## config.mk

```make
export PLATFORM = sky130hd
export DESIGN_NAME = aer_spike_encoder
export DESIGN_NICKNAME = d
export VERILOG_FILES = /design/src/rtl/snn_aer_pkg.sv /design/src/rtl/spike_prio_enc.sv /design/src/rtl/aer_spike_encoder.sv
export SDC_FILE = /design/constraint.sdc
export NUM_CORES = 1
export LEC_CHECK = 0
export CORE_ASPECT_RATIO = 0.6
export CORE_MARGIN = 5
export CORE_UTILIZATION = 56
export CTS_CLUSTER_SIZE = 20
export DETAILED_ROUTE_END_ITERATION = 10
export GPL_ROUTABILITY_DRIVEN = 1
export GPL_TIMING_DRIVEN = 0
export PLACE_DENSITY = 0.9
export SYNTH_ARGS = -nofsm -noshare
export SYNTH_HDL_FRONTEND = slang
export SYNTH_SLANG_ARGS = --single-unit
export TNS_END_PERCENT = 5
```

## constraint.sdc

```tcl
create_clock -name clk -period 5.4 [get_ports clk]
set_clock_uncertainty 0.15 [all_clocks]
set_input_delay 1.35 -clock clk [delete_from_list [all_inputs] [get_ports clk]]
set_output_delay 1.35 -clock clk [all_outputs]
set_load 0.005 [all_outputs]
```

## src/rtl/snn_aer_pkg.sv

```systemverilog
// rtl/snn_aer_pkg.sv - shared AER encoder state enum and default layer sizes
package snn_aer_pkg;

  localparam int SNN_N_NEURONS = 8;
  localparam int SNN_TS_W      = 8;

  typedef enum logic [1:0] {
    AER_IDLE  = 2'd0,
    AER_SEND  = 2'd1,
    AER_EMPTY = 2'd2
  } aer_state_e;

endpackage

```

## src/rtl/spike_prio_enc.sv

```systemverilog
// rtl/spike_prio_enc.sv - lowest-set-bit priority encoder over a spike vector
module spike_prio_enc #(
  parameter int N_NEURONS = 8,
  parameter int ADDR_W    = $clog2(N_NEURONS)
) (
  input  logic [N_NEURONS-1:0] i_vec,
  output logic [ADDR_W-1:0]    o_idx,
  output logic                 o_one_hot_only,
  output logic                 o_any
);

  logic [N_NEURONS-1:0] w_dec;

  // Scan downward so the lowest set bit is the last assignment to stick.
  always_comb begin
    o_idx = '0;
    for (int i = N_NEURONS - 1; i >= 0; i--) begin
      if (i_vec[i]) o_idx = ADDR_W'(i);
    end
  end

  assign w_dec          = i_vec - N_NEURONS'(1);
  assign o_any          = |i_vec;
  assign o_one_hot_only = o_any && ((i_vec & w_dec) == '0);

endmodule

```

## src/rtl/aer_spike_encoder.sv

```systemverilog
// rtl/aer_spike_encoder.sv - spike vector to AER beat serialiser; AER_EMPTY_EN adds empty-timestep beats
module aer_spike_encoder
  import snn_aer_pkg::*;
#(
  parameter int N_NEURONS = SNN_N_NEURONS,
  parameter int ADDR_W    = $clog2(N_NEURONS),
  parameter int TS_W      = SNN_TS_W
) (
  input  logic                 clk,
  input  logic                 rst,
  input  logic                 spike_valid,
  output logic                 spike_ready,
  input  logic [N_NEURONS-1:0] spike_vec,
  output logic                 aer_valid,
  input  logic                 aer_ready,
  output logic [ADDR_W-1:0]    aer_addr,
  output logic [TS_W-1:0]      aer_ts,
  output logic                 aer_last,
  output logic                 aer_empty
);

  aer_state_e           r_state;
  aer_state_e           w_state_nxt;
  logic [N_NEURONS-1:0] r_pending;
  logic [TS_W-1:0]      r_tag;
  logic [TS_W-1:0]      r_ts_cnt;

  logic [ADDR_W-1:0]    w_idx;
  logic                 w_one;
  logic                 w_any;
  logic                 w_send;
  logic                 w_empty_beat;
  logic                 w_fin;
  logic                 w_accept;
  logic [N_NEURONS-1:0] w_clr;

  spike_prio_enc #(
    .N_NEURONS (N_NEURONS),
    .ADDR_W    (ADDR_W)
  ) u_prio (
    .i_vec          (r_pending),
    .o_idx          (w_idx),
    .o_one_hot_only (w_one),
    .o_any          (w_any)
  );

  // Outputs are forced quiet while rst is high, even mid-timestep.
  always_comb begin
    w_send       = 1'b0;
    w_empty_beat = 1'b0;
    if (!rst) begin
      w_send = (r_state == AER_SEND) && w_any;
`ifdef AER_EMPTY_EN
      w_empty_beat = (r_state == AER_EMPTY);
`endif
    end
    aer_valid   = w_send || w_empty_beat;
    aer_addr    = w_send ? w_idx : '0;
    aer_ts      = aer_valid ? r_tag : '0;
    aer_last    = (w_send && w_one) || w_empty_beat;
    aer_empty   = w_empty_beat;
    w_fin       = aer_valid && aer_ready && aer_last;
    spike_ready = !rst && ((r_state == AER_IDLE) || w_fin);
    w_accept    = spike_valid && spike_ready;
    w_clr       = N_NEURONS'(1) << w_idx;
  end

  always_comb begin
    w_state_nxt = r_state;
    case (r_state)
      AER_IDLE: w_state_nxt = AER_IDLE;
      AER_SEND: begin
        if (w_fin || !w_any) w_state_nxt = AER_IDLE;
      end
`ifdef AER_EMPTY_EN
      AER_EMPTY: begin
        if (w_fin) w_state_nxt = AER_IDLE;
      end
`endif
      default: w_state_nxt = AER_IDLE;
    endcase
    // A new accept overrides the final handshake of the previous timestep.
    if (w_accept) begin
      if (|spike_vec) w_state_nxt = AER_SEND;
`ifdef AER_EMPTY_EN
      else            w_state_nxt = AER_EMPTY;
`else
      else            w_state_nxt = AER_IDLE;
`endif
    end
  end

  always_ff @(posedge clk) begin
    if (rst) r_state <= AER_IDLE;
    else     r_state <= w_state_nxt;
  end

  always_ff @(posedge clk) begin
    if (rst) begin
      r_pending <= '0;
      r_tag     <= '0;
      r_ts_cnt  <= '0;
    end else if (w_accept) begin
      r_pending <= spike_vec;
      r_tag     <= r_ts_cnt;
      r_ts_cnt  <= r_ts_cnt + TS_W'(1);
    end else if (w_send && aer_ready) begin
      r_pending <= r_pending & ~w_clr;
    end
  end

endmodule
```

==> impl_results.html, run 1 <==
<table>
<tr><th>Metric</th><th>Value</th></tr>
<tr><th colspan="2">Yosys</th></tr>
<tr><td>Synth Warn #</td><td>0</td></tr>
<tr><td>Async SR Flop Fraction</td><td>0%</td></tr>
<tr><td>Post-synth top cells</td><td>sky130_fd_sc_hd__dfxtp_1 (25), sky130_fd_sc_hd__nor2b_1 (17), sky130_fd_sc_hd__mux2_2 (14)</td></tr>
<tr><td>Area of the mapped netlist</td><td>0.00159 mm^2</td></tr>
<tr><td>Count leader, synth</td><td>sky130_fd_sc_hd__dfxtp_1</td></tr>
<tr><td>Total of flip-flops plus latches after synthesis</td><td>25</td></tr>
<tr><td>Dominant synthesized flop cell</td><td>sky130_fd_sc_hd__dfxtp_1</td></tr>
<tr><td>Register area share after synthesis</td><td>31.5%</td></tr>
<tr><td>Synth cell types</td><td>44</td></tr>
<tr><td>Cell type with the highest aggregate area in the netlist</td><td>sky130_fd_sc_hd__dfxtp_1</td></tr>
<tr><td>Mean Syn Cell Area</td><td>8.78 um^2</td></tr>
<tr><td>EDFF count, synth</td><td>0</td></tr>
<tr><td>Synth top area share</td><td>31.5%</td></tr>
<tr><td>Number of standard cells after synthesis</td><td>181</td></tr>
<tr><td>Number of nets produced by synthesis</td><td>194</td></tr>
<tr><td>Top area cells in the synthesized netlist</td><td>sky130_fd_sc_hd__dfxtp_1 (31%), sky130_fd_sc_hd__mux2_2 (9.9%), sky130_fd_sc_hd__nor2b_1 (6.7%)</td></tr>
<tr><th colspan="2">Clock network</th></tr>
<tr><td>Clock root buffer</td><td>sky130_fd_sc_hd__clkbuf_8</td></tr>
<tr><td>Count of instances resized after the clock tree is built</td><td>0</td></tr>
<tr><td>Clock Pin Slew Worst Setup and Hold Paths</td><td>0.09 ns</td></tr>
<tr><td>CTS tree</td><td>done</td></tr>
<tr><td>Hold buffers post-CTS</td><td>0</td></tr>
<tr><td>Clock insertion delay at the later pin of the skew report</td><td>0.28 ns</td></tr>
<tr><td>Clock Sinks</td><td>25</td></tr>
<tr><td>Number of levels the H-tree was split into</td><td>1</td></tr>
<tr><td>Total CTS buffers</td><td>3</td></tr>
<tr><td>Maximum count of clock buffers along a single path</td><td>2</td></tr>
<tr><td>Number of post-CTS setup repair buffers</td><td>0</td></tr>
<tr><th colspan="2">Setup path</th></tr>
<tr><td>Kind of start point of the critical path</td><td>input pin</td></tr>
<tr><td>Library cell appearing most often on the critical path</td><td>sky130_fd_sc_hd__clkdlybuf4s50_1</td></tr>
<tr><td>Critical setup path kind</td><td>input pin to output pin</td></tr>
<tr><td>Critical Path Sink Type</td><td>output pin</td></tr>
<tr><td>CP Max Fanout</td><td>10</td></tr>
<tr><td>Cells along the critical path</td><td>clkdlybuf4s50_1, nand2b_1, a21oi_1, clkbuf_1, o311a_1, clkdlybuf4s50_1</td></tr>
<tr><td>CP peak stage delay</td><td>0.52 ns</td></tr>
<tr><td>Worst Path Required</td><td>3.90 ns</td></tr>
<tr><td>Slowest stage cell, crit path</td><td>sky130_fd_sc_hd__clkdlybuf4s50_1</td></tr>
<tr><td>WP data arrival</td><td>3.62 ns</td></tr>
<tr><th colspan="2">Detailed routing</th></tr>
<tr><td>Routed length per instance</td><td>15.3 um</td></tr>
<tr><td>Initial DRC Count</td><td>125</td></tr>
<tr><td>Drt pass-1 iters</td><td>4</td></tr>
<tr><td>ANT nets after route</td><td>0</td></tr>
<tr><td>Vias/cell</td><td>5.90</td></tr>
<tr><td>Number of DRC violations after detailed routing</td><td>0</td></tr>
<tr><td>Total Routed Length</td><td>3720 um</td></tr>
<tr><td>Count of vias placed by the detailed router</td><td>1433</td></tr>
<tr><th colspan="2">Final layout</th></tr>
<tr><td>Number of nets in the layout</td><td>223</td></tr>
<tr><td>Core occupancy in the finished layout</td><td>68.7%</td></tr>
<tr><td>Antenna Cells</td><td>0</td></tr>
<tr><td>Layout overhead on the synthesized area</td><td>20.9%</td></tr>
<tr><td>Fraction of layout instances using a drive strength above 1</td><td>13.9%</td></tr>
<tr><th colspan="2">Placed design</th></tr>
<tr><td>Dpl hpwl</td><td>2720 um</td></tr>
<tr><td>Routability cong.</td><td>0.887</td></tr>
<tr><td>Count of input and output buffers</td><td>24</td></tr>
<tr><th colspan="2">Power</th></tr>
<tr><td>P_leak</td><td>0.776 nW</td></tr>
<tr><td>Worst vdd ir</td><td>0.000160 V</td></tr>
<tr><td>Power after layout</td><td>0.592 mW</td></tr>
<tr><td>Ratio of total power to cell area</td><td>308 mW/mm^2</td></tr>
<tr><th colspan="2">Timing</th></tr>
<tr><td>RSZ-0062 raised after global routing</td><td>no</td></tr>
<tr><td>Maximum clock frequency</td><td>195 MHz</td></tr>
<tr><td>Final critical-path share of the clock period</td><td>94.8%</td></tr>
<tr><td>Final setup violation count</td><td>0</td></tr>
<tr><td>Worst Hold Margin</td><td>0.331 ns</td></tr>
<tr><td>Number of slew-limit violations in the final report</td><td>0</td></tr>
<tr><td>Final number of hold-violating endpoints</td><td>0</td></tr>
<tr><td>Pin slew with the least headroom to its limit</td><td>0.520 ns</td></tr>
<tr><td>Fin Setup TNS</td><td>0 ns</td></tr>
<tr><td>Headroom to the max-slew limit</td><td>65.0%</td></tr>
<tr><td>Clock period minus worst slack</td><td>5.12 ns</td></tr>
<tr><th colspan="2">Die</th></tr>
<tr><td>Die Span X</td><td>78.8 um</td></tr>
<tr><td>Site Rows</td><td>15</td></tr>
<tr><td>Starting density of the core</td><td>56.8%</td></tr>
<tr><td>Area enclosed by the die boundary</td><td>0.00404 mm^2</td></tr>
<tr><td>Count of pins on the block boundary</td><td>27</td></tr>
<tr><td>Core Box Area</td><td>0.00280 mm^2</td></tr>
<tr><td>Overall die height</td><td>51.3 um</td></tr>
<tr><th colspan="2">Global route</th></tr>
<tr><td>Number of global-route vias before repair</td><td>1298</td></tr>
<tr><td>Global routing usage summed across all routing layers</td><td>20.6%</td></tr>
<tr><td>Number of antenna violations at the first check in global routing</td><td>0</td></tr>
<tr><td>Pin count of the biggest net entering global routing</td><td>16</td></tr>
<tr><td>Wire length of the first global-routing pass</td><td>6310 um</td></tr>
<tr><td>Overflow after GRT</td><td>0</td></tr>
<tr><th colspan="2">Hold path</th></tr>
<tr><td>Worst min-delay path class</td><td>flop to flop</td></tr>
<tr><th colspan="2">Outcome</th></tr>
<tr><td>Run status</td><td>completed</td></tr>
<tr><th colspan="2">Run</th></tr>
<tr><td>Reported max-cap violation count</td><td>0</td></tr>
</table>
final cells by class:
| cell class | count | area [um^2] |
|---|---|---|
| clock buffers | 3 | 41.3 |
| multi-input cells | 135 | 975 |
| inverters | 8 | 30.0 |
| clock inverters | 1 | 7.51 |
| well taps | 34 | 42.5 |
| plain buffers | 13 | 83.8 |
| fillers | 226 | 876 |
| flip-flops and latches | 25 | 500 |
| repair buffers | 24 | 240 |
cells by family after synthesis:
kind of cell    share of synthesized area, %
other cells                            0.236
compound gates                          12.5
fa+ha+maj                               1.42
mux                                     17.2
flops                                   31.5
buf+inv                                 7.17
simple gates                            30.0
state kept, by name, indices dropped and copies added (netlist names):
name       flops
r_tag          8
r_pending      8
r_state        1
r_ts_cnt       8
critical path: cells and delay by family:
family                 cells  cell delay (ns)
AO/OA/AOI/OAI              2             0.62
AND/OR/NAND/NOR            1             0.23
buffers and inverters      3             1.42
metrics by stage:
step,setup WS (ns),instance area [um^2],cells
6_report,0.280,1920,243
5_1_grt,0.129,1920,243
4_1_cts,0.318,1920,243
3_5_place_dp,0.324,1870,239
3_3_place_gp,0.339,1870,239
2_1_floorplan,1.72,1590,181
cells in the final DEF (no fill, tap or decap), types with 2 or more instances in the layout:
master                            instances
sky130_fd_sc_hd__dfxtp_1                 25
sky130_fd_sc_hd__clkdlybuf4s50_1         24
sky130_fd_sc_hd__nor2b_1                 17
sky130_fd_sc_hd__mux2_2                  14
sky130_fd_sc_hd__nor2_1                  11
sky130_fd_sc_hd__nand2_1                 11
sky130_fd_sc_hd__nand4_1                 10
sky130_fd_sc_hd__clkbuf_1                 9
sky130_fd_sc_hd__nor3_1                   8
sky130_fd_sc_hd__and2_1                   8
sky130_fd_sc_hd__inv_1                    7
sky130_fd_sc_hd__mux2i_1                  7
sky130_fd_sc_hd__o22ai_1                  6
sky130_fd_sc_hd__a21oi_1                  4
sky130_fd_sc_hd__or4_1                    3
sky130_fd_sc_hd__o211ai_1                 3
sky130_fd_sc_hd__mux2_4                   3
sky130_fd_sc_hd__and3_1                   3
sky130_fd_sc_hd__clkbuf_8                 3
sky130_fd_sc_hd__buf_6                    2
sky130_fd_sc_hd__o311a_1                  2
sky130_fd_sc_hd__o21a_1                   2
sky130_fd_sc_hd__or3_1                    2
sky130_fd_sc_hd__nand3_1                  2
layer usage:
metal / global-route usage (%) / up-vias / share of wire [%]
li1: - / 715 / -
met1: 29.3 / 651 / 48
met2: 28.5 / 57 / 42
met3: 5.11 / 10 / 7.7
met4: 10.5 / 0 / 2.4
met5: 0 / - / 0
final timing paths:
check | from | end | slack, ns | depth (start not counted)
min | r_tag[0]$_SDFFE_PP0P_ | r_tag[0]$_SDFFE_PP0P_ | 0.33 | 2
max reg2reg | r_pending[1]$_SDFFE_PP0P_ | r_tag[7]$_SDFFE_PP0P_ | 2.79 | 8
min reg2reg | r_tag[0]$_SDFFE_PP0P_ | r_tag[0]$_SDFFE_PP0P_ | 0.33 | 2
max | rst | aer_addr[1] | 0.28 | 6
power by group:
part	total, mW	switching [mW]	internal [mW]	leakage [nW]
Clock	0.115	0.0628	0.0525	0.0217
Sequential	0.234	0.0265	0.207	0.204
Combinational	0.243	0.130	0.113	0.550
No activity file was read; power rests on OpenSTA's default activity.
==> inputs of run 2 (changes only) <==
CORE_MARGIN = 2   (was 5)
==> run 2 against run 1 <==
Sequential cell count did not move. Highest routed layer unchanged. Largest cell class unchanged. Combinational power rose by 2%. Critical path type unchanged. Non-clock buffer count did not move.
==> impl_results.html, run 2 (synthesized netlist as in run 1, its figures left out) <==
<table>
<tr><th>Metric</th><th>Value</th></tr>
<tr><th colspan="2">Outcome</th></tr>
<tr><td>Run status</td><td>completed</td></tr>
<tr><th colspan="2">Setup path</th></tr>
<tr><td>Critical Path Sink Type</td><td>output pin</td></tr>
<tr><td>CP Max Fanout</td><td>10</td></tr>
<tr><td>Reg2Reg Capture Point</td><td>r_tag[6]$_SDFFE_PP0P_</td></tr>
<tr><td>Category of cells accounting for the largest share of critical-path delay</td><td>buffers and inverters</td></tr>
<tr><td>Critical setup path kind</td><td>input pin to output pin</td></tr>
<tr><td>WP data arrival</td><td>3.70 ns</td></tr>
<tr><td>Worst Path Required</td><td>3.90 ns</td></tr>
<tr><td>Reg2Reg Setup Slack</td><td>2.76 ns</td></tr>
<tr><td>WP buf/inv</td><td>3</td></tr>
<tr><td>Worst-case reg-to-reg path depth</td><td>8</td></tr>
<tr><td>CP peak stage delay</td><td>0.52 ns</td></tr>
<tr><td>Kind of start point of the critical path</td><td>input pin</td></tr>
<tr><td>Library cell appearing most often on the critical path</td><td>sky130_fd_sc_hd__clkdlybuf4s50_1</td></tr>
<tr><td>Cells along the critical path</td><td>clkdlybuf4s50_1, nand2b_1, a21oi_1, clkbuf_1, o311a_1, clkdlybuf4s50_1</td></tr>
<tr><td>Critical register-to-register path startpoint</td><td>r_pending[0]$_SDFFE_PP0P_</td></tr>
<tr><td>Slowest stage cell, crit path</td><td>sky130_fd_sc_hd__clkdlybuf4s50_1</td></tr>
<tr><th colspan="2">Timing</th></tr>
<tr><td>RSZ-0062 raised after global routing</td><td>no</td></tr>
<tr><td>Final critical-path setup slack</td><td>0.202 ns</td></tr>
<tr><td>Final setup violation count</td><td>0</td></tr>
<tr><td>Number of slew-limit violations in the final report</td><td>0</td></tr>
<tr><td>Worst Hold Margin</td><td>0.331 ns</td></tr>
<tr><td>Final number of hold-violating endpoints</td><td>0</td></tr>
<tr><td>Headroom to the max-slew limit</td><td>66.3%</td></tr>
<tr><td>Maximum clock frequency</td><td>192 MHz</td></tr>
<tr><td>Fin Setup TNS</td><td>0 ns</td></tr>
<tr><td>Clock period minus worst slack</td><td>5.20 ns</td></tr>
<tr><td>Pin slew with the least headroom to its limit</td><td>0.505 ns</td></tr>
<tr><td>Final critical-path share of the clock period</td><td>96.3%</td></tr>
<tr><th colspan="2">Clock network</th></tr>
<tr><td>Maximum count of clock buffers along a single path</td><td>2</td></tr>
<tr><td>CTS tree</td><td>done</td></tr>
<tr><td>Clock insertion delay at the later pin of the skew report</td><td>0.27 ns</td></tr>
<tr><td>Hold buffers post-CTS</td><td>0</td></tr>
<tr><td>Clock Pin Slew Worst Setup and Hold Paths</td><td>0.08 ns</td></tr>
<tr><td>Clock Sinks</td><td>25</td></tr>
<tr><td>Clock root buffer</td><td>sky130_fd_sc_hd__clkbuf_8</td></tr>
<tr><td>Count of instances resized after the clock tree is built</td><td>0</td></tr>
<tr><td>Total CTS buffers</td><td>3</td></tr>
<tr><td>Number of post-CTS setup repair buffers</td><td>0</td></tr>
<tr><td>Number of levels the H-tree was split into</td><td>1</td></tr>
<tr><th colspan="2">Final layout</th></tr>
<tr><td>Antenna Cells</td><td>0</td></tr>
<tr><td>Number of nets in the layout</td><td>223</td></tr>
<tr><td>Core occupancy in the finished layout</td><td>73.8%</td></tr>
<tr><td>Commonest non-fill, non-tap cells in the layout</td><td>sky130_fd_sc_hd__dfxtp_1 (25), sky130_fd_sc_hd__clkdlybuf4s50_1 (24), sky130_fd_sc_hd__nor2b_1 (17), sky130_fd_sc_hd__mux2_2 (14)</td></tr>
<tr><td>Fill cell total of the finished layout</td><td>186</td></tr>
<tr><td>Layout overhead on the synthesized area</td><td>20.5%</td></tr>
<tr><td>Leading cell type in the layout, fill and taps excluded</td><td>sky130_fd_sc_hd__dfxtp_1</td></tr>
<tr><td>Fraction of layout instances using a drive strength above 1</td><td>13.4%</td></tr>
<tr><td>Summed area of non-filler cells in the final layout</td><td>0.00191 mm^2</td></tr>
<tr><td>Finished Layout Cells</td><td>241</td></tr>
<tr><td>Registers with the highest flip-flop counts</td><td>r_pending x8, r_tag x8, r_ts_cnt x8</td></tr>
<tr><th colspan="2">Placed design</th></tr>
<tr><td>Count of input and output buffers</td><td>24</td></tr>
<tr><td>Number of placed cells counting well taps</td><td>237</td></tr>
<tr><td>Instance area at placement</td><td>0.00187 mm^2</td></tr>
<tr><td>Dpl hpwl</td><td>2950 um</td></tr>
<tr><td>Worst slack at placement</td><td>0.196 ns</td></tr>
<tr><td>Routability cong.</td><td>0.922</td></tr>
<tr><th colspan="2">Global route</th></tr>
<tr><td>Global routing usage summed across all routing layers</td><td>26.9%</td></tr>
<tr><td>Wire length of the first global-routing pass</td><td>6580 um</td></tr>
<tr><td>Number of antenna violations at the first check in global routing</td><td>0</td></tr>
<tr><td>Overflow after GRT</td><td>0</td></tr>
<tr><td>Number of global-route vias before repair</td><td>1381</td></tr>
<tr><td>Pin count of the biggest net entering global routing</td><td>14</td></tr>
<tr><th colspan="2">Power</th></tr>
<tr><td>Switching power share of the total</td><td>37.0%</td></tr>
<tr><td>Psw</td><td>0.220 mW</td></tr>
<tr><td>Power after layout</td><td>0.593 mW</td></tr>
<tr><td>Worst vdd ir</td><td>0.000196 V</td></tr>
<tr><td>Ratio of total power to cell area</td><td>310 mW/mm^2</td></tr>
<tr><td>Sequential power share</td><td>39.4%</td></tr>
<tr><td>Combinational cell fraction of total power</td><td>41.7%</td></tr>
<tr><td>Proportion of power drawn by the clock network</td><td>19.0%</td></tr>
<tr><td>Pint</td><td>0.374 mW</td></tr>
<tr><td>P_leak</td><td>0.777 nW</td></tr>
<tr><th colspan="2">Die</th></tr>
<tr><td>Overall die height</td><td>45.3 um</td></tr>
<tr><td>Starting density of the core</td><td>61.3%</td></tr>
<tr><td>Die Span X</td><td>72.8 um</td></tr>
<tr><td>Site Rows</td><td>14</td></tr>
<tr><td>Area enclosed by the die boundary</td><td>0.00329 mm^2</td></tr>
<tr><td>Count of pins on the block boundary</td><td>27</td></tr>
<tr><td>Core Box Area</td><td>0.00259 mm^2</td></tr>
<tr><th colspan="2">Run</th></tr>
<tr><td>Reported max-cap violation count</td><td>0</td></tr>
<tr><th colspan="2">Detailed routing</th></tr>
<tr><td>Number of DRC violations after detailed routing</td><td>0</td></tr>
<tr><td>Drt pass-1 iters</td><td>4</td></tr>
<tr><td>Initial DRC Count</td><td>116</td></tr>
<tr><td>Routed length per instance</td><td>16.8 um</td></tr>
<tr><td>Total Routed Length</td><td>4040 um</td></tr>
<tr><td>ANT nets after route</td><td>0</td></tr>
<tr><td>Vias/cell</td><td>6.23</td></tr>
<tr><td>Count of vias placed by the detailed router</td><td>1502</td></tr>
<tr><th colspan="2">Hold path</th></tr>
<tr><td>Endpoint with the worst hold slack</td><td>r_tag[0]$_SDFFE_PP0P_</td></tr>
<tr><td>Hold depth</td><td>2</td></tr>
<tr><td>HP Start</td><td>r_tag[0]$_SDFFE_PP0P_</td></tr>
<tr><td>Worst min-delay path class</td><td>flop to flop</td></tr>
</table>
-- run 2: cell types whose count changed in the layout (fill, tap and decap cells not counted) --
| cell | delta |
|---|---|
| sky130_fd_sc_hd__clkinvlp_4 | -1 |
| sky130_fd_sc_hd__clkbuf_1 | +1 |
-- run 2: area by class of cell --
cell class                 count  area, um^2  share of cell area, %
multi-input combinational    135         975                   50.9
sequential                    25         500                   26.1
timing repair buffer          24         240                   12.5
buffer                        13        83.8                   4.38
clock buffer                   4        45.0                   2.35
tap                           32        40.0                   2.09
inverter                       8        30.0                   1.57
-- run 2: power groups by stage --
stage / clock [mW] / combinational (mW) / sequential (mW)
after CTS: 0.113 / 0.243 / 0.232
after global placement: 0 / 0.230 / 0.235
after global routing: 0.120 / 0.265 / 0.238
after floorplan: 0 / 0.178 / 0.230
after detailed placement: 0 / 0.240 / 0.237
final: 0.113 / 0.247 / 0.234
-- run 2: worst max-delay path by stage --
| stage | to | slack [ns] | startpoint | cells after the start |
|---|---|---|---|---|
| detailed placement | aer_addr[1] | 0.20 | rst | 6 |
| floorplan | aer_addr[1] | 1.72 | rst | 4 |
| global route | aer_addr[1] | 0.15 | rst | 6 |
| global placement | aer_addr[1] | 0.34 | rst | 6 |
| CTS | aer_addr[1] | 0.20 | rst | 6 |
| finish | aer_addr[1] | 0.20 | rst | 6 |
-- run 2: worst min-delay path, cell delays in order, from the launching register on --
cell and delay, ns:
sky130_fd_sc_hd__dfxtp_1 0.31, sky130_fd_sc_hd__nand2_1 0.06, sky130_fd_sc_hd__mux2i_1 0.07
-- run 2: metal layers --
layer | up-vias | global-route usage, % | wire length (um)
met3 | 17 | 7.81 | 396
met5 | - | 0 | 0
met4 | 0 | 14.4 | 119
li1 | 713 | - | -
met2 | 88 | 42.0 | 1820
met1 | 684 | 34.2 | 1700
==> inputs of run 3 (changes only) <==
CORE_MARGIN = default   (was 2)
==> run 3 against run 2 <==
The run now ends with design-rule violations left. Maximum frequency shrank 0.30%. Sequential power is essentially flat. Global-route usage grew 1.4 points. Core utilization grew 0.14 points. Sequential share of layout area shrank 0.051 points. Clock-buffer cell count shrank 1. Via count shrank 3.0%. First-iteration DRC count grew 28%. Non-clock buffer count is the same. Largest cell class unchanged.
==> impl_results.html, run 3 (synthesized netlist as in run 1, its figures left out) <==
<table>
<tr><th>Metric</th><th>Value</th></tr>
<tr><th colspan="2">Setup path</th></tr>
<tr><td>Worst-case reg-to-reg path depth</td><td>8</td></tr>
<tr><td>Worst setup path endpoint</td><td>aer_addr[1]</td></tr>
<tr><td>CP Max Fanout</td><td>10</td></tr>
<tr><td>Critical Path Sink Type</td><td>output pin</td></tr>
<tr><td>Reg2Reg Capture Point</td><td>r_tag[6]$_SDFFE_PP0P_</td></tr>
<tr><td>Critical register-to-register path startpoint</td><td>r_pending[1]$_SDFFE_PP0P_</td></tr>
<tr><td>Slowest stage cell, crit path</td><td>sky130_fd_sc_hd__clkdlybuf4s50_1</td></tr>
<tr><td>Kind of start point of the critical path</td><td>input pin</td></tr>
<tr><td>Critical setup path kind</td><td>input pin to output pin</td></tr>
<tr><td>Cells along the critical path</td><td>clkdlybuf4s50_1, nand2b_1, a21oi_1, clkbuf_1, o311a_1, clkdlybuf4s50_1</td></tr>
<tr><td>Reg2Reg Setup Slack</td><td>2.76 ns</td></tr>
<tr><td>WP data arrival</td><td>3.71 ns</td></tr>
<tr><td>Launch point of the worst path</td><td>rst</td></tr>
<tr><td>CP peak stage delay</td><td>0.52 ns</td></tr>
<tr><td>Worst Path Required</td><td>3.90 ns</td></tr>
<tr><td>Library cell appearing most often on the critical path</td><td>sky130_fd_sc_hd__clkdlybuf4s50_1</td></tr>
<tr><th colspan="2">Global route</th></tr>
<tr><td>Overflow after GRT</td><td>0</td></tr>
<tr><td>Pin count of the biggest net entering global routing</td><td>16</td></tr>
<tr><td>Wire length of the first global-routing pass</td><td>6580 um</td></tr>
<tr><td>Number of antenna violations at the first check in global routing</td><td>0</td></tr>
<tr><td>Global routing usage summed across all routing layers</td><td>28.3%</td></tr>
<tr><td>Number of global-route vias before repair</td><td>1370</td></tr>
<tr><th colspan="2">Power</th></tr>
<tr><td>Ratio of total power to cell area</td><td>312 mW/mm^2</td></tr>
<tr><td>Switching power share of the total</td><td>37.6%</td></tr>
<tr><td>Combinational cell fraction of total power</td><td>41.1%</td></tr>
<tr><td>Psw</td><td>0.225 mW</td></tr>
<tr><td>P_leak</td><td>0.776 nW</td></tr>
<tr><td>Pint</td><td>0.373 mW</td></tr>
<tr><td>Proportion of power drawn by the clock network</td><td>19.8%</td></tr>
<tr><td>Power after layout</td><td>0.598 mW</td></tr>
<tr><td>Sequential power share</td><td>39.1%</td></tr>
<tr><td>Worst vdd ir</td><td>0.000198 V</td></tr>
<tr><th colspan="2">Timing</th></tr>
<tr><td>Final critical-path share of the clock period</td><td>96.6%</td></tr>
<tr><td>Maximum clock frequency</td><td>192 MHz</td></tr>
<tr><td>Headroom to the max-slew limit</td><td>63.9%</td></tr>
<tr><td>Final number of hold-violating endpoints</td><td>0</td></tr>
<tr><td>Pin slew with the least headroom to its limit</td><td>0.537 ns</td></tr>
<tr><td>RSZ-0062 raised after global routing</td><td>no</td></tr>
<tr><td>Clock period minus worst slack</td><td>5.21 ns</td></tr>
<tr><td>Fin Setup TNS</td><td>0 ns</td></tr>
<tr><td>Number of slew-limit violations in the final report</td><td>0</td></tr>
<tr><td>Final setup violation count</td><td>0</td></tr>
<tr><td>Final critical-path setup slack</td><td>0.186 ns</td></tr>
<tr><th colspan="2">Placed design</th></tr>
<tr><td>Worst slack at placement</td><td>0.283 ns</td></tr>
<tr><td>Routability cong.</td><td>0.880</td></tr>
<tr><td>Dpl hpwl</td><td>2930 um</td></tr>
<tr><td>Count of input and output buffers</td><td>24</td></tr>
<tr><td>Number of placed cells counting well taps</td><td>237</td></tr>
<tr><th colspan="2">Die</th></tr>
<tr><td>Starting density of the core</td><td>61.3%</td></tr>
<tr><td>Site Rows</td><td>14</td></tr>
<tr><td>Core Box Area</td><td>0.00259 mm^2</td></tr>
<tr><td>Overall die height</td><td>43.3 um</td></tr>
<tr><td>Count of pins on the block boundary</td><td>27</td></tr>
<tr><td>Die Span X</td><td>70.8 um</td></tr>
<tr><td>Area enclosed by the die boundary</td><td>0.00306 mm^2</td></tr>
<tr><th colspan="2">Detailed routing</th></tr>
<tr><td>ANT nets after route</td><td>0</td></tr>
<tr><td>Count of vias placed by the detailed router</td><td>1457</td></tr>
<tr><td>Drt pass-1 iters</td><td>7</td></tr>
<tr><td>Routed length per instance</td><td>16.6 um</td></tr>
<tr><td>Vias/cell</td><td>6.05</td></tr>
<tr><td>Initial DRC Count</td><td>149</td></tr>
<tr><td>Total Routed Length</td><td>4000 um</td></tr>
<tr><td>Number of DRC violations after detailed routing</td><td>5</td></tr>
<tr><th colspan="2">Final layout</th></tr>
<tr><td>Commonest non-fill, non-tap cells in the layout</td><td>sky130_fd_sc_hd__dfxtp_1 (25), sky130_fd_sc_hd__clkdlybuf4s50_1 (24), sky130_fd_sc_hd__nor2b_1 (17), sky130_fd_sc_hd__mux2_2 (14)</td></tr>
<tr><td>Fill cell total of the finished layout</td><td>181</td></tr>
<tr><td>Finished Layout Cells</td><td>241</td></tr>
<tr><td>Leading cell type in the layout, fill and taps excluded</td><td>sky130_fd_sc_hd__dfxtp_1</td></tr>
<tr><td>Antenna Cells</td><td>0</td></tr>
<tr><td>Number of nets in the layout</td><td>223</td></tr>
<tr><td>Registers with the highest flip-flop counts</td><td>r_pending x8, r_tag x8, r_ts_cnt x8</td></tr>
<tr><td>Fraction of layout instances using a drive strength above 1</td><td>13.9%</td></tr>
<tr><td>Layout overhead on the synthesized area</td><td>20.7%</td></tr>
<tr><th colspan="2">Outcome</th></tr>
<tr><td>Run status</td><td>complete, but fails checks</td></tr>
<tr><td>Violations in the final reports</td><td>design-rule violations</td></tr>
<tr><th colspan="2">Clock network</th></tr>
<tr><td>Clock Pin Slew Worst Setup and Hold Paths</td><td>0.09 ns</td></tr>
<tr><td>Clock Sinks</td><td>25</td></tr>
<tr><td>Count of instances resized after the clock tree is built</td><td>0</td></tr>
<tr><td>Number of levels the H-tree was split into</td><td>1</td></tr>
<tr><td>Clock root buffer</td><td>sky130_fd_sc_hd__clkbuf_8</td></tr>
<tr><td>Maximum count of clock buffers along a single path</td><td>2</td></tr>
<tr><td>CTS tree</td><td>done</td></tr>
<tr><td>Number of post-CTS setup repair buffers</td><td>0</td></tr>
<tr><td>Clock insertion delay at the later pin of the skew report</td><td>0.28 ns</td></tr>
<tr><td>Total CTS buffers</td><td>3</td></tr>
<tr><td>Hold buffers post-CTS</td><td>0</td></tr>
<tr><th colspan="2">Run</th></tr>
<tr><td>Reported max-cap violation count</td><td>0</td></tr>
<tr><th colspan="2">Hold path</th></tr>
<tr><td>Worst min-delay path class</td><td>flop to flop</td></tr>
</table>
[run 3: cell count changes in the layout (fill, tap and decap cells not counted), sizes merged]
cell	delta
clkbuf	-1
clkinvlp	+1
[run 3: critical path: cells and delay by family]
kind	cells	cell delay, ns
AOI/OAI and AO/OA	2	0.66
and+or+nand+nor	1	0.24
buffers and inverters	3	1.46
[run 3: power by group through the flow]
stage	logic, mW	clock network (mW)	registers [mW]
after floorplan	0.178	0	0.230
after global placement	0.229	0	0.235
after global routing	0.265	0.128	0.237
final	0.246	0.119	0.234
after detailed placement	0.240	0	0.237
after CTS	0.242	0.119	0.233
[run 3: how the worst min path moves through the flow]
| stage | depth (start not counted) | endpoint | start | slack (ns) |
|---|---|---|---|---|
| 2_1_floorplan | 2 | r_tag[0]$_SDFFE_PP0P_ | r_tag[0]$_SDFFE_PP0P_ | 0.28 |
| 3_3_place_gp | 2 | r_tag[0]$_SDFFE_PP0P_ | r_tag[0]$_SDFFE_PP0P_ | 0.30 |
| 3_5_place_dp | 2 | r_tag[0]$_SDFFE_PP0P_ | r_tag[0]$_SDFFE_PP0P_ | 0.33 |
| 4_1_cts | 2 | r_tag[0]$_SDFFE_PP0P_ | r_tag[0]$_SDFFE_PP0P_ | 0.34 |
| 5_1_grt | 2 | r_tag[0]$_SDFFE_PP0P_ | r_tag[0]$_SDFFE_PP0P_ | 0.37 |
| 6_report | 2 | r_tag[0]$_SDFFE_PP0P_ | r_tag[0]$_SDFFE_PP0P_ | 0.33 |
[run 3: layout make-up]
| cell class | instances | area, um^2 | area share (%) |
|---|---|---|---|
| buffer | 13 | 83.8 | 4.37 |
| clock buffer | 3 | 41.3 | 2.15 |
| clock inverter | 1 | 7.51 | 0.391 |
| inverter | 8 | 30.0 | 1.57 |
| multi-input combinational | 135 | 975 | 50.8 |
| sequential | 25 | 500 | 26.1 |
| tap | 32 | 40.0 | 2.09 |
| timing repair buffer | 24 | 240 | 12.5 |
[run 3: through the flow]
stage | hold slack (ns) | instance area, um^2 | util (%)
2_1_floorplan | 0.284 | 1590 | -
3_3_place_gp | 0.298 | 1870 | 72.1
3_5_place_dp | 0.332 | 1870 | 72.1
4_1_cts | 0.343 | 1920 | 74.0
5_1_grt | 0.368 | 1920 | 74.0
6_report | 0.330 | 1920 | 74.0
[run 3: layer usage]
metal  share of wire [%]  GRT usage [%]  vias to the layer above  wire length [um]
li1                    -              -                      709                 -
met2                  45           45.4                       82              1780
met1                  45           37.9                      662              1800
met5                   0              0                        -                 0
met3                 9.9           8.31                        4               396
met4                0.60           6.00                        0                24
==> patch: new RTL, config.mk and constraints of run 1 <==
Add a define of `AER_EMPTY_EN`.
--- a/src/rtl/aer_spike_encoder.sv
+++ b/src/rtl/aer_spike_encoder.sv
@@ -1,4 +1,6 @@
 // rtl/aer_spike_encoder.sv - spike vector to AER beat serialiser; AER_EMPTY_EN adds empty-timestep beats
+`define AER_EMPTY_EN
+
 module aer_spike_encoder
   import snn_aer_pkg::*;
 #(
Check against the original RTL: not equivalent (a bounded check fails within 4 cycles, from zero or initial values and one cycle with rst high).
==> patch against run 1 <==
Final area decreased by 2.0%. Synthesized cell count decreased by 8.3%. Largest power group is now registers. Highest routed layer unchanged. Sequential cell count increased by 1. Synthesized area decreased by 4.3%. Maximum frequency decreased by 2.8%. Setup slack got worse by 0.15 ns. Wire length increased by 8.3%. Utilization increased by 4.9 points. Hold slack got worse by 0.016 ns. Register-to-register slack got worse by 0.46 ns. Power decreased by 14%. Critical path depth unchanged. Die area decreased by 3.6%. Critical path type unchanged.
==> patch: results (changes against run 1) <==
| Metric | Value |
|---|---|
| Number of global-route vias before repair | `1357 (+4.5%)` |
| Cell Area, Placed | `0.00182 mm2 (-2.7%)` |
| Sequential fraction of the synthesis area | `34.2% (+2.7 points)` |
| Syn Nets | `179 (-7.7%)` |
| Via density per instance | `6.09 (+3.3%)` |
| Peak supply drop | `0.000212 V (+32%)` |
| Critical R2R Capture | `r_tag[6]` |
| Reg2reg setup slack | `2.33 ns (-0.46 ns)` |
| Postcts setup bufs | `0 (unchanged)` |
| Leakage | `0.758 nW (-2.4%)` |
| Largest stage delay, worst path | `0.73 ns (+0.21 ns)` |
| Status | `finished, final reports clean` |
| Slowest cell on the critical path | `nor3_1` |
| Routability cong. | `0.870 (-1.9%)` |
| Buffers on Ports | `26 (+8.3%)` |
| Fill count | `190 (-16%)` |
| Slew HR | `29.6% (-35 points)` |
| Arrival @ worst endpoint | `3.77 ns (+0.15 ns)` |
| H-tree depth | `1 (unchanged)` |
| Synth top area cells | `dfxtp_1 (34%), nor2b_1 (8.6%), mux2_2 (6.7%), mux2i_1 (4.6%), mux2_4 (4.0%)` |
| Met1 Usage GRT | `29.1% (-0.14 points)` |
| First-pass GRT wire length | `6.69 mm (+6.1%)` |
| Placement Setup Slack | `0.113 ns (-0.211 ns)` |
| Worst reg2reg path depth | `7 (-1)` |
| Post-synth top cells | `dfxtp_1 (26), nor2b_1 (21), nand2_1 (10), nor2_1 (10), mux2_2 (9)` |
| Fin nets | `210 (-5.8%)` |
| Finished Layout Cells | `228 (-6.2%)` |
| Placed instance count | `224 (-6.3%)` |
| Critical Path Fanout Max | `7 (-3)` |
| GR Util met2 | `34.1% (+5.6 points)` |
| Unique masters post-synth | `45 (+2.3%)` |
| Gr usage total | `21.3% (+0.66 points)` |
| Initial DRT Pass Iterations | `4 (unchanged)` |
| Layout cells sized above 1 | `13.3% (-0.61 points)` |
| Initial DRC count | `186 (+49%)` |
| Post-DP HPWL | `2.99 mm (+9.7%)` |
| Drt total wl | `4.03 mm (+8.3%)` |
| Syn Area/Cell | `9.16 um2 (+4.3%)` |
## patch: changes by cell type after synthesis, sizes merged, moves of 3 or more
cell,run 1,this run
nand4,10,1
o31ai,0,3
nor3,8,4
and3,3,0
o21ai,0,6
nor2b,17,21
clkbuf,9,5
and2,8,3
o22ai,6,1
## patch: logic make-up (layout without fill, tap and decap cells)
kind of cell | after synthesis | after routing | synth area share, %
multiplexers | 23 | 23 | 17.4
flip-flops | 26 | 26 | 34.2
adder cells (fa/ha/maj) | 2 | 2 | 1.48
AND/OR/NAND/NOR | 69 | 69 | 26.5
buffers and inverters | 15 | 45 | 4.77
AO/OA/AOI/OAI | 31 | 31 | 15.6
## patch: stage by stage
stage	hold slack (ns)	util (%)
finish	0.315	73.6
CTS	0.326	73.3
detailed placement	0.314	71.2
floorplan	0.284	-
global placement	0.294	71.2
global route	0.350	73.6
## patch: worst max-delay path by stage
stage | startpoint | endpoint | slack (ns) | cells past startpoint
floorplan | rst | aer_ts[0] | 1.54 | 4
global placement | rst | aer_ts[2] | 0.29 | 6
detailed placement | rst | aer_ts[4] | 0.11 | 6
CTS | rst | aer_ts[4] | 0.08 | 6
global route | aer_ready | spike_ready | -0.03 | 6
finish | aer_ready | spike_ready | 0.13 | 6
## patch: tightest hold or removal path, delay by kind of cell (launching register included)
| kind | cells | cell delay (ns) |
|---|---|---|
| mux | 1 | 0.06 |
| flops | 1 | 0.32 |
| simple gates | 1 | 0.05 |
## patch: cell type report
type,count,area share [%]
Inverter,7,1.40
Buffer,8,2.46
Sequential cell,26,27.6
Clock buffer,4,2.92
Tap cell,32,2.13
Timing Repair Buffer,26,13.8
Multi-Input combinational cell,125,49.6
## patch: routing by layer
layer | wire length, um | share of wire, %
met1 | 1810 | 45
met2 | 1860 | 46
met3 | 300 | 7.4
met4 | 49 | 1.2
met5 | 0 | 0
## patch: power by group
part / switching (mW) / total, mW / internal [mW] / leakage [nW]
combinational: 0.0865 / 0.157 / 0.0708 / 0.517
sequential: 0.0179 / 0.225 / 0.207 / 0.212
clock: 0.0604 / 0.126 / 0.0652 / 0.0288
